`config.mk`:
```
export PLATFORM = sky130hd
export DESIGN_NAME = collision_frame_flat
export DESIGN_NICKNAME = d
export VERILOG_FILES = /design/src/rtl/collision_pkg.sv /design/src/rtl/collision_frame_if.sv /design/src/rtl/overlap_counter.sv /design/src/rtl/collision_frame.sv /design/src/flat_wrapper.sv
export SDC_FILE = /design/constraint.sdc
export NUM_CORES = 1
export LEC_CHECK = 0
export CAP_MARGIN = 20
export CELL_PAD_IN_SITES_DETAIL_PLACEMENT = 1
export CELL_PAD_IN_SITES_GLOBAL_PLACEMENT = 1
export CORE_MARGIN = 4
export CORE_UTILIZATION = 50
export DETAILED_ROUTE_END_ITERATION = 7
export HOLD_SLACK_MARGIN = 0.15
export PLACE_DENSITY = 0.95
export SLEW_MARGIN = 20
export SYNTH_ARGS = -nofsm -noshare
export SYNTH_HDL_FRONTEND = slang
export SYNTH_HIERARCHICAL = 1
export SYNTH_SLANG_ARGS = --single-unit
```
`constraint.sdc`:
```
create_clock -name Clk -period 5.4 [get_ports Clk]
set_clock_uncertainty 0.15 [all_clocks]
set_input_delay 1.08 -clock Clk [delete_from_list [all_inputs] [get_ports Clk]]
set_output_delay 1.08 -clock Clk [all_outputs]
set_load 0.02 [all_outputs]
```
`src/rtl/collision_pkg.sv`:
```
// Shared types and default parameters for the frame-based ball/object collision detector.
package collision_pkg;

    typedef enum logic [1:0] {IDLE, ARMED, LATCHED} coll_state_t;

    localparam int unsigned COLL_N_OBJ  = 4;
    localparam int unsigned COLL_CNT_W  = 10;
    localparam int unsigned COLL_THRESH = 4;

endpackage

```
`src/rtl/collision_frame_if.sv`:
```
// Pixel-side stimulus and game-FSM-side results of collision_frame, bundled as one interface.
interface collision_frame_if import collision_pkg::*; #(
    parameter int unsigned N_OBJ = COLL_N_OBJ
);
    logic             frame_clk;
    logic             enable;
    logic             pixel_valid;
    logic             is_ball;
    logic [N_OBJ-1:0] is_obj;
    logic             ack;
    logic             hit;
    logic [N_OBJ-1:0] hit_mask;
    logic             game_over;
    logic             armed;

    modport master (
        output frame_clk, enable, pixel_valid, is_ball, is_obj, ack,
        input  hit, hit_mask, game_over, armed
    );

    modport slave (
        input  frame_clk, enable, pixel_valid, is_ball, is_obj, ack,
        output hit, hit_mask, game_over, armed
    );
endinterface

```
`src/rtl/overlap_counter.sv`:
```
// Per-channel saturating overlap counter; clear dominates increment.
module overlap_counter #(
    parameter int unsigned CNT_W  = 10,
    parameter int unsigned THRESH = 4
) (
    input  logic clk,
    input  logic rst,
    input  logic i_inc,
    input  logic i_clr,
    output logic o_ge_thresh_c
);
    localparam logic [CNT_W-1:0] CNT_MAX = '1;
    localparam logic [CNT_W-1:0] CNT_THR = CNT_W'(THRESH);

    logic [CNT_W-1:0] r_cnt;

    always_ff @(posedge clk or posedge rst) begin
        if (rst) begin
            r_cnt <= '0;
        end else if (i_clr) begin
            r_cnt <= '0;
        end else if (i_inc && (r_cnt != CNT_MAX)) begin
            r_cnt <= r_cnt + CNT_W'(1);
        end
    end

    assign o_ge_thresh_c = (r_cnt >= CNT_THR);

endmodule

```
`src/rtl/collision_frame.sv`:
```
// Frame-based collision detector: counts ball/object overlap per channel and latches a hit
// mask and sticky game-over at each frame boundary.
module collision_frame import collision_pkg::*; #(
    parameter int unsigned N_OBJ  = COLL_N_OBJ,
    parameter int unsigned CNT_W  = COLL_CNT_W,
    parameter int unsigned THRESH = COLL_THRESH
) (
    input logic              Clk,
    input logic              Reset,
    collision_frame_if.slave bus
);
    coll_state_t      r_state;
    logic             r_frame_clk_q;
    logic             r_hit;
    logic             r_game_over;
    logic             r_armed;
    logic [N_OBJ-1:0] r_hit_mask;

    logic             w_fe;
    logic             w_clr;
    logic [N_OBJ-1:0] w_inc;
    logic [N_OBJ-1:0] w_ge;

    // A pixel coinciding with the frame edge is dropped: clear wins over increment.
    assign w_fe  = bus.frame_clk & ~r_frame_clk_q;
    assign w_clr = (r_state != ARMED) | ~bus.enable | w_fe;
    assign w_inc = {N_OBJ{bus.pixel_valid & bus.is_ball}} & bus.is_obj;

    for (genvar gi = 0; gi < N_OBJ; gi++) begin : g_ch
        overlap_counter #(
            .CNT_W  (CNT_W),
            .THRESH (THRESH)
        ) u_cnt (
            .clk           (Clk),
            .rst           (Reset),
            .i_inc         (w_inc[gi]),
            .i_clr         (w_clr),
            .o_ge_thresh_c (w_ge[gi])
        );
    end

    // frame_clk_q resets high so a strobe already high at release is not seen as an edge.
    always_ff @(posedge Clk or posedge Reset) begin
        if (Reset) begin
            r_state       <= IDLE;
            r_frame_clk_q <= 1'b1;
            r_hit         <= 1'b0;
            r_hit_mask    <= '0;
            r_game_over   <= 1'b0;
            r_armed       <= 1'b0;
        end else begin
            r_frame_clk_q <= bus.frame_clk;
            r_hit         <= 1'b0;
            case (r_state)
                IDLE: begin
                    if (bus.enable && w_fe) begin
                        r_state <= ARMED;
                        r_armed <= 1'b1;
                    end
                end
                ARMED: begin
                    if (!bus.enable) begin
                        r_state <= IDLE;
                        r_armed <= 1'b0;
                    end else if (w_fe) begin
                        r_hit_mask <= w_ge;
                        if (|w_ge) begin
                            r_hit       <= 1'b1;
                            r_game_over <= 1'b1;
                            r_state     <= LATCHED;
                            r_armed     <= 1'b0;
                        end
                    end
                end
                LATCHED: begin
                    if (bus.ack) begin
                        r_state     <= IDLE;
                        r_game_over <= 1'b0;
                        r_hit_mask  <= '0;
                    end
                end
                default: begin
                    r_state <= IDLE;
                    r_armed <= 1'b0;
                end
            endcase
        end
    end

    assign bus.hit       = r_hit;
    assign bus.hit_mask  = r_hit_mask;
    assign bus.game_over = r_game_over;
    assign bus.armed     = r_armed;

endmodule
```
`src/flat_wrapper.sv`:
```
// flat-port wrapper written by rule: the top's interface ports become plain ports
module collision_frame_flat import collision_pkg::*;
#(
    parameter int unsigned N_OBJ  = COLL_N_OBJ,
    parameter int unsigned CNT_W  = COLL_CNT_W,
    parameter int unsigned THRESH = COLL_THRESH
)
  (Clk, Reset, bus_frame_clk, bus_enable, bus_pixel_valid, bus_is_ball, bus_is_obj, bus_ack, bus_hit, bus_hit_mask, bus_game_over, bus_armed);
  collision_frame_if #(.N_OBJ(N_OBJ)) bus_i ();
  input logic Clk;
  input logic Reset;
  input wire logic [$bits(bus_i.frame_clk)-1:0] bus_frame_clk;
  input wire logic [$bits(bus_i.enable)-1:0] bus_enable;
  input wire logic [$bits(bus_i.pixel_valid)-1:0] bus_pixel_valid;
  input wire logic [$bits(bus_i.is_ball)-1:0] bus_is_ball;
  input wire logic [$bits(bus_i.is_obj)-1:0] bus_is_obj;
  input wire logic [$bits(bus_i.ack)-1:0] bus_ack;
  output wire logic [$bits(bus_i.hit)-1:0] bus_hit;
  output wire logic [$bits(bus_i.hit_mask)-1:0] bus_hit_mask;
  output wire logic [$bits(bus_i.game_over)-1:0] bus_game_over;
  output wire logic [$bits(bus_i.armed)-1:0] bus_armed;
  assign bus_i.frame_clk = bus_frame_clk;
  assign bus_i.enable = bus_enable;
  assign bus_i.pixel_valid = bus_pixel_valid;
  assign bus_i.is_ball = bus_is_ball;
  assign bus_i.is_obj = bus_is_obj;
  assign bus_i.ack = bus_ack;
  assign bus_hit = bus_i.hit;
  assign bus_hit_mask = bus_i.hit_mask;
  assign bus_game_over = bus_i.game_over;
  assign bus_armed = bus_i.armed;
  collision_frame #(.N_OBJ(N_OBJ), .CNT_W(CNT_W), .THRESH(THRESH)) u_core (.Clk(Clk), .Reset(Reset), .bus(bus_i));
endmodule
```
# == Yosys cells after proc, flatten, opt, wreduce, memory -nomap -nowiden ==
# Cells that the tools add are included.
# totals
ff_bits,50
elab_cells,88
inputBits,11
output_inout_bits,7
# classes
mux,32
magnitude_cmp,4
addsub,4
n_reduce_logical,16
eq_ne,14
bitwise,8
# ops
cell,n
two-way mux 10 bit,8
adder 10 x 1 -> 10 bit (second input constant),4
greater-or-equal comparator 10 x 3 -> 1 bit (second input constant),4
!= test 10 bit (second input constant),4
two-way mux 1 bit,12
two-way mux 4 bit,3
AND reduction 4 bit,3
two-way mux 2 bit,5
nonzero test 2 bit,5
!= test 2 x 1 -> 1 bit (second input constant),4
case mux 4 bit (2 select lines),1
!= test 3 x 2 -> 1 bit (second input constant),2
case mux 2 bit (3 select lines),1
logical AND 1 bit,5
AND reduction 5 bit,1
bitwise AND 4 bit,1
!= test 2 bit (second input constant),2
OR reduction 4 bit,1
inverter 1 bit,3
case mux 1 bit (3 select lines),1
bitwise AND 1 bit,2
== test 2 x 1 -> 1 bit (second input constant),1
== test 2 bit (second input constant),1
zero test 2 bit,1
other kinds (2),3

# == Depth between registers and ports, before layout ==
# Gate-level depths: netlist (run 1).
# logic_depth
depth_word,6
depth_mapped,6
depth_no_buf,5

# == Cells and area by module ==
# The synthesis (run 1) kept the hierarchy.
# by_module_without_submodules
module,seq_area_each_um2,area_each_um2,cells_per_inst,n_inst
overlap_counter,250.2,678.2,74,4
collision_frame,251.5,488.0,45,1

# == Least setup slack after synthesis (run 1) ==
# No wires, ideal clock.
# synth_timing
path_type,input-to-reg
start,input bus_enable
end,register u_core.g_ch[0].u_cnt.r_cnt[0]
setup_ps,104
t_arrival_ps,2149
n_path_buf,1
stages,6
path_slack_ps,2997
required_time_ps,5146
path_cell_list,nor2b_1 nand3_1 buf_2 nor3b_1 o21ai_0 o311ai_1
# synth_via
elab_chain_len,4
elab_cells_between_ends,5
cone_classes,mux (1); bitwise (3); reduce/logical (1)
# synth_rtl
item,line_no,rtl
start: declaration,flat_wrapper.sv:13,input wire logic [$bits(bus_i.enable)-1:0] bus_enable;
inverter 1 bit (*),collision_frame.sv:26,assign w_clr = (r_state != ARMED) | ~bus.enable | w_fe;
bitwise OR 1 bit (*) (2 in series),collision_frame.sv:26,
net u_core.w_clr,collision_frame.sv:20,logic w_clr;
two-way mux 10 bit or nonzero test 2 bit (tied branches),-,
end signal: assignment,overlap_counter.sv:23,r_cnt <= r_cnt + CNT_W'(1);
end: declaration,overlap_counter.sv:15,logic [CNT_W-1:0] r_cnt;
# The timed path passes the listed nets; every way through them passes the cells marked *.
# A chain may end at the register's enable or synchronous reset.

# == Final worst setup path (run 1) ==
# layout_timing
start,input bus_enable
end,register u_core.g_ch[2].u_cnt.r_cnt[0]
# layout_via
elab_chain_len,4
elab_cells_between_ends,5
cone_classes,mux (1); bitwise (3); reduce/logical (1)
# layout_rtl
item,line_no
inverter 1 bit (*),collision_frame.sv:26
bitwise OR 1 bit (*) (2 in series),collision_frame.sv:26
net u_core.w_clr,collision_frame.sv:20
two-way mux 10 bit or nonzero test 2 bit (tied branches),-
end signal: assignment,overlap_counter.sv:23
end: declaration,overlap_counter.sv:15
# Marks and branches as above.

==> results of run 1 <==
-- state kept, by name (all words and copies together) (netlist names) --
register,cells
u_core/bus.hit,1
u_core/r_state,2
u_core/r_frame_clk_q,1
u_core/bus.armed,1
u_core/bus.game_over,1
u_core/bus.hit_mask,4
u_core/g_ch.u_cnt/r_cnt,40
-- worst paths after layout --
path                                                                  end  depth (start not counted)
worst min register to register           u_core/bus.game_over$_DFFE_PP0P_                          1
worst min-delay path                     u_core/bus.game_over$_DFFE_PP0P_                          1
min in group asynchronous       u_core/g_ch[1].u_cnt/r_cnt[8]$_DFFE_PP0P_                          2
worst max register to register  u_core/g_ch[2].u_cnt/r_cnt[0]$_DFFE_PP0P_                          5
worst max-delay path            u_core/g_ch[2].u_cnt/r_cnt[0]$_DFFE_PP0P_                          6
max in group asynchronous       u_core/g_ch[2].u_cnt/r_cnt[4]$_DFFE_PP0P_                          2
-- worst register-to-register path: cells and delay by family, from the launching register on --
kind | cells | cell delay [ps]
and+or+nand+nor | 3 | 1610
DFF | 1 | 410
AOI/OAI and AO/OA | 2 | 290
-- Yosys cell counts (5+ instances only) --
library cell | instances | area (um^2)
o21ai_0 | 5 | 25.02
inv_1 | 21 | 78.83
a21oi_1 | 18 | 90.09
nand3b_1 | 5 | 37.54
dfrtp_1 | 49 | 1226
buf_4 | 8 | 60.06
and3_1 | 12 | 75.07
buf_2 | 8 | 40.04
a41oi_1 | 8 | 70.07
nor3b_1 | 5 | 37.54
nand2_1 | 21 | 78.83
nor2b_1 | 10 | 62.56
nor2_1 | 13 | 48.80
nand4_1 | 8 | 50.05
o22ai_1 | 5 | 31.28
a31oi_1 | 8 | 50.05
nand3_1 | 9 | 45.04
a211oi_1 | 16 | 120.1
and4_1 | 8 | 70.07
nor3_1 | 12 | 60.06
nand2b_1 | 12 | 75.07
ha_1 | 8 | 100.1
nor4_1 | 16 | 100.1
-- area by class of cell --
cell class,instances,area share (%)
multi-input cells,246,50.07
flip-flops and latches,50,36.91
repair buffers,18,5.236
well taps,75,2.765
clock buffers,7,2.544
inverters,21,2.323
clock inverters,1,0.1475
-- layout by cell type, fill, tap and decap left out, types with 4 or more instances in the layout --
cell,n
nor3b_1,5
and3_2,4
and2_1,4
and3_1,12
a41o_2,4
nand2b_1,12
a21oi_1,18
nand3_1,8
nand4_1,8
inv_1,21
nor4_1,16
clkdlybuf4s50_1,17
nor2_1,13
a211oi_1,16
o311ai_1,4
mux2_4,4
or3_1,4
a311oi_1,4
nand2_1,21
nand3b_1,5
o2111ai_2,4
mux2i_1,4
nor2b_1,10
nor3_1,12
a2bb2oi_1,4
o21ai_0,5
a41oi_1,8
and4_1,8
dfrtp_1,49
a31oi_1,8
ha_1,8
o22ai_1,5
clkbuf_8,6
-- routing by layer --
layer | GRT usage, % | vias up | part of all wire (%)
met3 | 3.669 | 23 | 3.2
met5 | 0 | - | 0
li1 | - | 1281 | -
met1 | 30.36 | 1340 | 44
met2 | 35.55 | 57 | 49
met4 | 9.623 | 0 | 3.1
-- cells by family after synthesis --
| family | count (synthesis) |
|---|---|
| mux | 8 |
| buf+inv | 45 |
| compound gates | 81 |
| fa+ha+maj | 8 |
| flops | 50 |
| simple gates | 149 |
-- metrics by stage --
stage / utilization (%) / setup slack [ps] / power, mW / instance area [um^2]
detailed placement: 54.48 / 1685 / 0.4259 / 3302
finish: 55.99 / 1963 / 0.6494 / 3393
global route: 55.99 / 1731 / 0.6734 / 3393
global placement: 54.48 / 1917 / 0.4241 / 3302
floorplan: - / 2997 / 0.4078 / 3201
CTS: 55.99 / 2014 / 0.6546 / 3393
-- power groups by stage --
stage	Combinational, mW	Sequential (mW)	Clock (mW)
floorplan	0.0205	0.387	0
global placement	0.0373	0.387	0
detailed placement	0.0392	0.387	0
CTS	0.0393	0.379	0.236
global route	0.0425	0.380	0.251
finish	0.0389	0.380	0.231
==> out/metrics.cfg, run 1 <==
[setup_path]
path_class = in -> reg
cp_max_fo = 44
startpoint = bus_enable
rr_startpoint = u_core/r_state[1]$_DFFE_PP0P_
path_cells = clkdlybuf4s50_1 > nor2b_1 > nand3_2 > nor3b_1 > o21ai_0 > o311ai_1
max_stage_delay_ps = 740
required_ps = 5460
worstPathArrival_ps = 3500
cp-end-kind = flip-flop
cp_slowest_cell = nand3_2
cp_top_family = simple AND/OR/NAND/NOR gates
setup.worst_path.start_class = input port
crit_buf_inv = 1
rrSetupSlack_ps = 2850

[hold_path]
hold_path_startpoint = u_core/bus.game_over$_DFFE_PP0P_
hp-class = reg -> reg

[yosys]
syn_inst = 341
synth_warnings = 6
synth_edf_count = 0
synth-adder-area-share_pct = 3.127
synthSimpleGateAreaFrac_pct = 27.80
syn_area_per_cell_um2 = 9.386
synth_top_family_by_area = simple AND/OR/NAND/NOR gates
synth_nets = 360
muxShareOfSynthArea_pct = 3.127
netlist-cell-type-count = 43
ys.flop_type = dfrtp_1
synthXorXnorAreaFrac_pct = 0
async_flop_share_pct = 100.0
synth_compound_area_share_pct = 18.88
syn_area_mm2 = 0.003201
ys_ff_latch = 50
synth_seq_area_share_pct = 39.13

[placed_design]
dp_hpwl_mm = 5.652
gp_congestion = 0.8412
io_buffers = 17
place_inst = 410

[power_and_ir_drop]
leakage_nw = 1.360
power.share.clock_pct = 35.6
combPwrFrac_pct = 6.0
p_sw_uw = 153.4
switching_share_pct = 23.62
p_per_area_mw_per_mm2 = 191.4
ir_drop_v = 0.0001064
power.internal_uw = 496.0
seqPwrFrac_pct = 58.4

[layout]
num_antenna_cells = 0
finalNetCount = 361
area_delta_synth_final_pct = 6.020
fillers = 699
layout-drive-gt1-share_pct = 9.038
multi_input_area_mm2 = 0.001699
stdcell_count = 418
seq_area_mm2 = 0.001252

[grt]
grt_max_degree = 45
overflow = 0
grt_pass1_wl_mm = 13.64
grt_pass1_vias = 2689
antenna_found_initial = 0
track_usage_pct = 22.42

[cts]
htreeDepth = 2
clk_latency_ps = 310
clk_path_buf_depth = 2
numClockSinks = 50
numCtsBuffers = 5
cts_tree = done
clockRootBuffer = clkbuf_8
hold_buffers = 0
path_clk_slew_ps = 90
cts.repair.resized = 0
post-cts-setup-buffers = 0

[floorplan]
initial_utilization_pct = 52.81
num_rows = 28
ioPinCount = 18
core_area_mm2 = 0.006061
die_y_um = 88.01
dieArea_mm2 = 0.007745
die_w_um = 88.01

[timing]
period_minus_slack_ps = 3437
setup_viol = 0
final_max_slew_viol_count = 0
holdWs_ps = 371.8
setup_tns_ps = 0
max_freq_mhz = 291.0
min_period_over_period_pct = 63.64
rsz0062_at_grt = no
hold_viol = 0
relSlewSlack_pct = 41.18
worst_slew_pin_slew_ps = 881.3

[routing]
routed_wl_mm = 8.105
drcViolationCount = 0
vias = 2701
firstDrtPassIters = 4
ant_nets = 0
first_iter_violations = 123
avgViaCountPerCell = 6.462
wl_per_cell_um = 19.39

[run_status]
status = finished clean

[job]
maxCapViolCount = 0

Power figures use the tool's default switching activity.
==> inputs of run 2 (changes only) <==
CORE_UTILIZATION = 47   (was 50)
PLACE_DENSITY = 0.9   (was 0.95)
clock period = 3.4 ns   (was 5.4 ns; I/O delays follow)
==> run 2 against run 1 <==
Against the previous run: total power up 54%; critical path depth up 1; largest cell class unchanged; clock power up 45%.
==> out/metrics.cfg, run 2 (synthesis results as in run 1) <==
[run_status]
status = finished clean

[cts]
clockRootBuffer = clkbuf_8
numCtsBuffers = 5
cts.repair.resized = 0
numClockSinks = 50
cts_tree = done
htreeDepth = 2
clk_path_buf_depth = 2
hold_buffers = 0
post-cts-setup-buffers = 0
clk_latency_ps = 300
path_clk_slew_ps = 90

[setup_path]
setup.worst_path.start_class = input port
required_ps = 3490
max_stage_delay_ps = 500
cp_max_fo = 52
cp-end-kind = flip-flop
cp_slowest_cell = clkdlybuf4s50_1
path_class = in -> reg
worstPathArrival_ps = 2530
rrSetupSlack_ps = 1430
path_cells = clkdlybuf4s50_1 > nor2b_1 > nand3_2 > buf_12 > nand2b_1 > nor4_1 > or3_1

[timing]
worst_slew_pin_slew_ps = 435.7
rsz0062_at_grt = no
max_freq_mhz = 410.5
min_period_over_period_pct = 71.65
period_minus_slack_ps = 2436
setup_tns_ps = 0
final_max_slew_viol_count = 0
relSlewSlack_pct = 70.92
hold_viol = 0
setup_viol = 0

[layout]
fillers = 748
final_cell_mix = dfrtp_1 (49), nand2_1 (21), inv_1 (21)
layout-drive-gt1-share_pct = 8.480
stdcell_count = 419
final_common_cell = dfrtp_1
finalNetCount = 361
num_antenna_cells = 0
final_cell_area_mm2 = 0.003393
regMostFlops = u_core/g_ch.u_cnt/r_cnt
area_delta_synth_final_pct = 6.020
multi_input_area_mm2 = 0.001699
largest_reg_flops = 40
seq_area_mm2 = 0.001252

[floorplan]
die_w_um = 90.52
die_y_um = 90.52
initial_utilization_pct = 49.28
ioPinCount = 18
dieArea_mm2 = 0.008194
num_rows = 29
core_area_mm2 = 0.006495

[hold_path]
hp-class = reg -> reg

[grt]
antenna_found_initial = 0
grt_max_degree = 53
grt_pass1_wl_mm = 13.65
track_usage_pct = 20.10
overflow = 0
grt_pass1_vias = 2693

[placed_design]
dp_hpwl_mm = 5.825
io_buffers = 17
gp_congestion = 0.8308
place_inst = 412
post_dp_cell_area_mm2 = 0.003317

[power_and_ir_drop]
power_mw = 1.001
ir_drop_v = 0.0001335
leakage_nw = 1.357
p_per_area_mw_per_mm2 = 294.9

[routing]
vias = 2732
first_iter_violations = 147
ant_nets = 0
firstDrtPassIters = 4
drcViolationCount = 0
routed_wl_mm = 8.229
avgViaCountPerCell = 6.520
wl_per_cell_um = 19.64

[job]
maxCapViolCount = 0

## run 2: changes by cell type in the layout (fill, tap and decap cells not counted)
cell / before / now
buf_12: 0 / 1
clkinv_2: 1 / 0
clkbuf_8: 6 / 5
clkbuf_1: 1 / 2
buf_4: 1 / 0
## run 2: worst paths after layout
kind	endpoint	cells past startpoint	from
setup reg to reg	u_core/r_state[1]$_DFFE_PP0P_	5	u_core/g_ch[2].u_cnt/r_cnt[6]$_DFFE_PP0P_
min in group asynchronous	u_core/bus.hit_mask[3]$_DFFE_PP0P_	2	Reset
hold / removal	u_core/bus.game_over$_DFFE_PP0P_	1	u_core/bus.game_over$_DFFE_PP0P_
max in group asynchronous	u_core/r_frame_clk_q$_DFF_PP1_	2	Reset
hold reg to reg	u_core/bus.game_over$_DFFE_PP0P_	1	u_core/bus.game_over$_DFFE_PP0P_
setup / recovery	u_core/g_ch[1].u_cnt/r_cnt[1]$_DFFE_PP0P_	7	bus_enable
## run 2: cell type report
class | instances | area share (%)
inverters | 21 | 2.323
clock buffers | 7 | 2.249
well taps | 77 | 2.839
flip-flops and latches | 50 | 36.91
multi-input cells | 246 | 50.07
repair buffers | 18 | 5.605
## run 2: where the power goes
group,switching [mW],internal (mW)
Clock,0.193,0.142
Sequential,0.00499,0.598
Combinational,0.0366,0.0256
## run 2: critical path, delay by kind of cell
family,cells,cell delay (ps)
buffers and inverters,2,700
AND/OR/NAND/NOR,5,1120
## run 2: per-layer routing
layer	global-route usage, %	wire length, um	part of all wire (%)	vias up
li1	-	-	-	1282
met1	27.37	3794	46	1389
met2	32.49	4067	49	50
met3	3.417	251	3.1	11
met4	6.378	116	1.4	0
met5	0	0	0	-
## run 2: through the flow
step                      hold slack, ps  setup WS [ps]  util [%]
after floorplan                    369.5           1397         -
after global placement             314.0          839.4     51.07
after detailed placement           345.2          655.4     51.07
after CTS                          365.6          971.3     52.24
after global routing               382.7          845.5     52.24
final                              357.7          964.0     52.24
==> inputs of run 3 (changes only) <==
CORE_UTILIZATION = 42   (was 47)
PLACE_DENSITY = 0.86   (was 0.9)
clock period = 2.1 ns   (was 3.4 ns; I/O delays follow)
==> run 3 against run 2 <==
Against the previous run: flip-flop and latch count did not move; count of clock-buffer cells in the layout fell by 2; setup slack got worse by 820 ps; core utilization fell by 2.3 points; critical path type is now reg -> reg; die area rose by 11%; clock power rose by 77%; register-to-register slack got worse by 1300 ps; cell count rose by 12%; highest routed layer unchanged; critical endpoint is now u_core/r_state[1]$_DFFE_PP0P_; first-iteration DRC count fell by 2.0%; non-clock buffer count rose by 29; total power rose by 69%.
==> out/metrics.cfg, run 3 (synthesis results as in run 1) <==
[layout]
utilization_pct = 49.96
layout-drive-gt1-share_pct = 16.67
final_cell_mix = dfrtp_1 (49), buf_4 (29), nand2_1 (21), inv_1 (21), a21oi_1 (18)
num_antenna_cells = 0
multi_input_area_mm2 = 0.001705
regMostFlops = u_core/g_ch.u_cnt/r_cnt
seq_area_mm2 = 0.001252
final_common_cell = dfrtp_1
fillers = 864
area_delta_synth_final_pct = 14.43
finalNetCount = 390
largest_reg_flops = 40

[setup_path]
path_cells = nor4_1 > nand2_1 > nor4_4 > nor3_2 > or2_1
cp_max_fo = 6
cp-end-kind = flip-flop
cp_slowest_cell = dfrtp_1
path_depth = 5
cp_top_family = simple AND/OR/NAND/NOR gates
setup.worst_path.start_class = flip-flop
required_ps = 2140
crit_buf_inv = 0
reg2reg_depth = 5
max_stage_delay_ps = 450
path_class = reg -> reg
worstPathArrival_ps = 2000

[cts]
cts_tree = done
htreeDepth = 2
numClockSinks = 50
clk_path_buf_depth = 2
clk_latency_ps = 310
clockRootBuffer = clkbuf_8
numCtsBuffers = 5
path_clk_slew_ps = 110

[power_and_ir_drop]
ir_drop_v = 0.0003096
leakage_nw = 1.510
power_mw = 1.689
p_per_area_mw_per_mm2 = 461.2

[routing]
avgViaCountPerCell = 6.130
vias = 2887
firstDrtPassIters = 4
drcViolationCount = 0
ant_nets = 0
routed_wl_mm = 8.729
first_iter_violations = 144
wl_per_cell_um = 18.53

[timing]
hold_viol = 0
holdWs_ps = 349.7
layout_setup_ws_ps = 143.5
rsz0062_at_grt = no
period_minus_slack_ps = 1957
worst_slew_pin_slew_ps = 448.5
setup_tns_ps = 0
relSlewSlack_pct = 70.07
min_period_over_period_pct = 93.17
final_max_slew_viol_count = 0
setup_viol = 0
max_freq_mhz = 511.1

[floorplan]
num_rows = 31
core_area_mm2 = 0.007331
ioPinCount = 18
die_y_um = 95.30
die_w_um = 95.30
initial_utilization_pct = 43.66
dieArea_mm2 = 0.009081

[job]
maxCapViolCount = 0

[grt]
overflow = 0
grt_pass1_wl_mm = 14.97
grt_pass1_vias = 3057
antenna_found_initial = 0
track_usage_pct = 20.76
grt_max_degree = 27

[placed_design]
gp_congestion = 0.8344
io_buffers = 17
dp_hpwl_mm = 6.375
place_ws_ps = -137.7

[run_status]
status = finished clean

[hold_path]
hp-class = reg -> reg
min_path_cells = 1

[run 3: changes by cell type in the layout (fill, tap and decap cells not counted)]
cell        previous run  this run
buf_4                  0        29
clkbuf_1               2         0
clkinv_4               0         1
clkinvlp_4             0         1
inv_6                  0         1
nor4_1                16        15
nor4_2                 0         1
[run 3: where the power goes]
part           internal (mW)  total [mW]  leakage [nW]  switching (mW)
clock network          0.241       0.593        0.0447           0.352
logic                 0.0552       0.120         0.775          0.0648
registers              0.969       0.976         0.690         0.00735
[run 3: what timing repair did]
action / in CTS / in global routing
hold buffers: 0 / 0
endpoints found under the hold margin: 0 / 0
setup buffers: 0 / 0
endpoints found under the setup margin: 0 / 1
resized for setup: 0 / 1
[run 3: worst paths after layout]
kind | startpoint | endpoint | slack [ps]
setup / recovery | u_core/g_ch[1].u_cnt/r_cnt[8]$_DFFE_PP0P_ | u_core/r_state[1]$_DFFE_PP0P_ | 140
hold / removal | u_core/bus.game_over$_DFFE_PP0P_ | u_core/bus.game_over$_DFFE_PP0P_ | 350
setup reg to reg | u_core/g_ch[1].u_cnt/r_cnt[8]$_DFFE_PP0P_ | u_core/r_state[1]$_DFFE_PP0P_ | 140
hold reg to reg | u_core/bus.game_over$_DFFE_PP0P_ | u_core/bus.game_over$_DFFE_PP0P_ | 350
max in group asynchronous | Reset | u_core/r_frame_clk_q$_DFF_PP1_ | 1040
min in group asynchronous | Reset | u_core/g_ch[0].u_cnt/r_cnt[5]$_DFFE_PP0P_ | 410
[run 3: worst register-to-register path, cell delays in order (launching register included)]
cell and delay [ps]:
dfrtp_1 450, nor4_1 340, nand2_1 230, nor4_4 340, nor3_2 100, or2_1 240
[run 3: final cells by class]
cell class	count	share of cell area, %
Clock buffer	5	1.879
Inverter	21	2.152
Clock inverter	3	0.6833
Multi-Input combinational cell	246	46.57
Sequential cell	50	34.20
Timing Repair Buffer	47	11.14
Tap cell	99	3.382
[run 3: per-layer routing]
| metal | global-route usage, % | part of all wire (%) | vias up |
|---|---|---|---|
| li1 | - | - | 1342 |
| met3 | 2.684 | 3.3 | 10 |
| met5 | 0 | 0 | - |
| met4 | 6.611 | 1.3 | 0 |
| met1 | 26.77 | 44 | 1471 |
| met2 | 35.92 | 52 | 64 |
[run 3: metrics by stage]
step           instances  instance area, um^2
3_5_place_dp         463                 3562
2_1_floorplan        341                 3201
3_3_place_gp         463                 3562
6_report             471                 3662
4_1_cts              471                 3656
5_1_grt              471                 3662
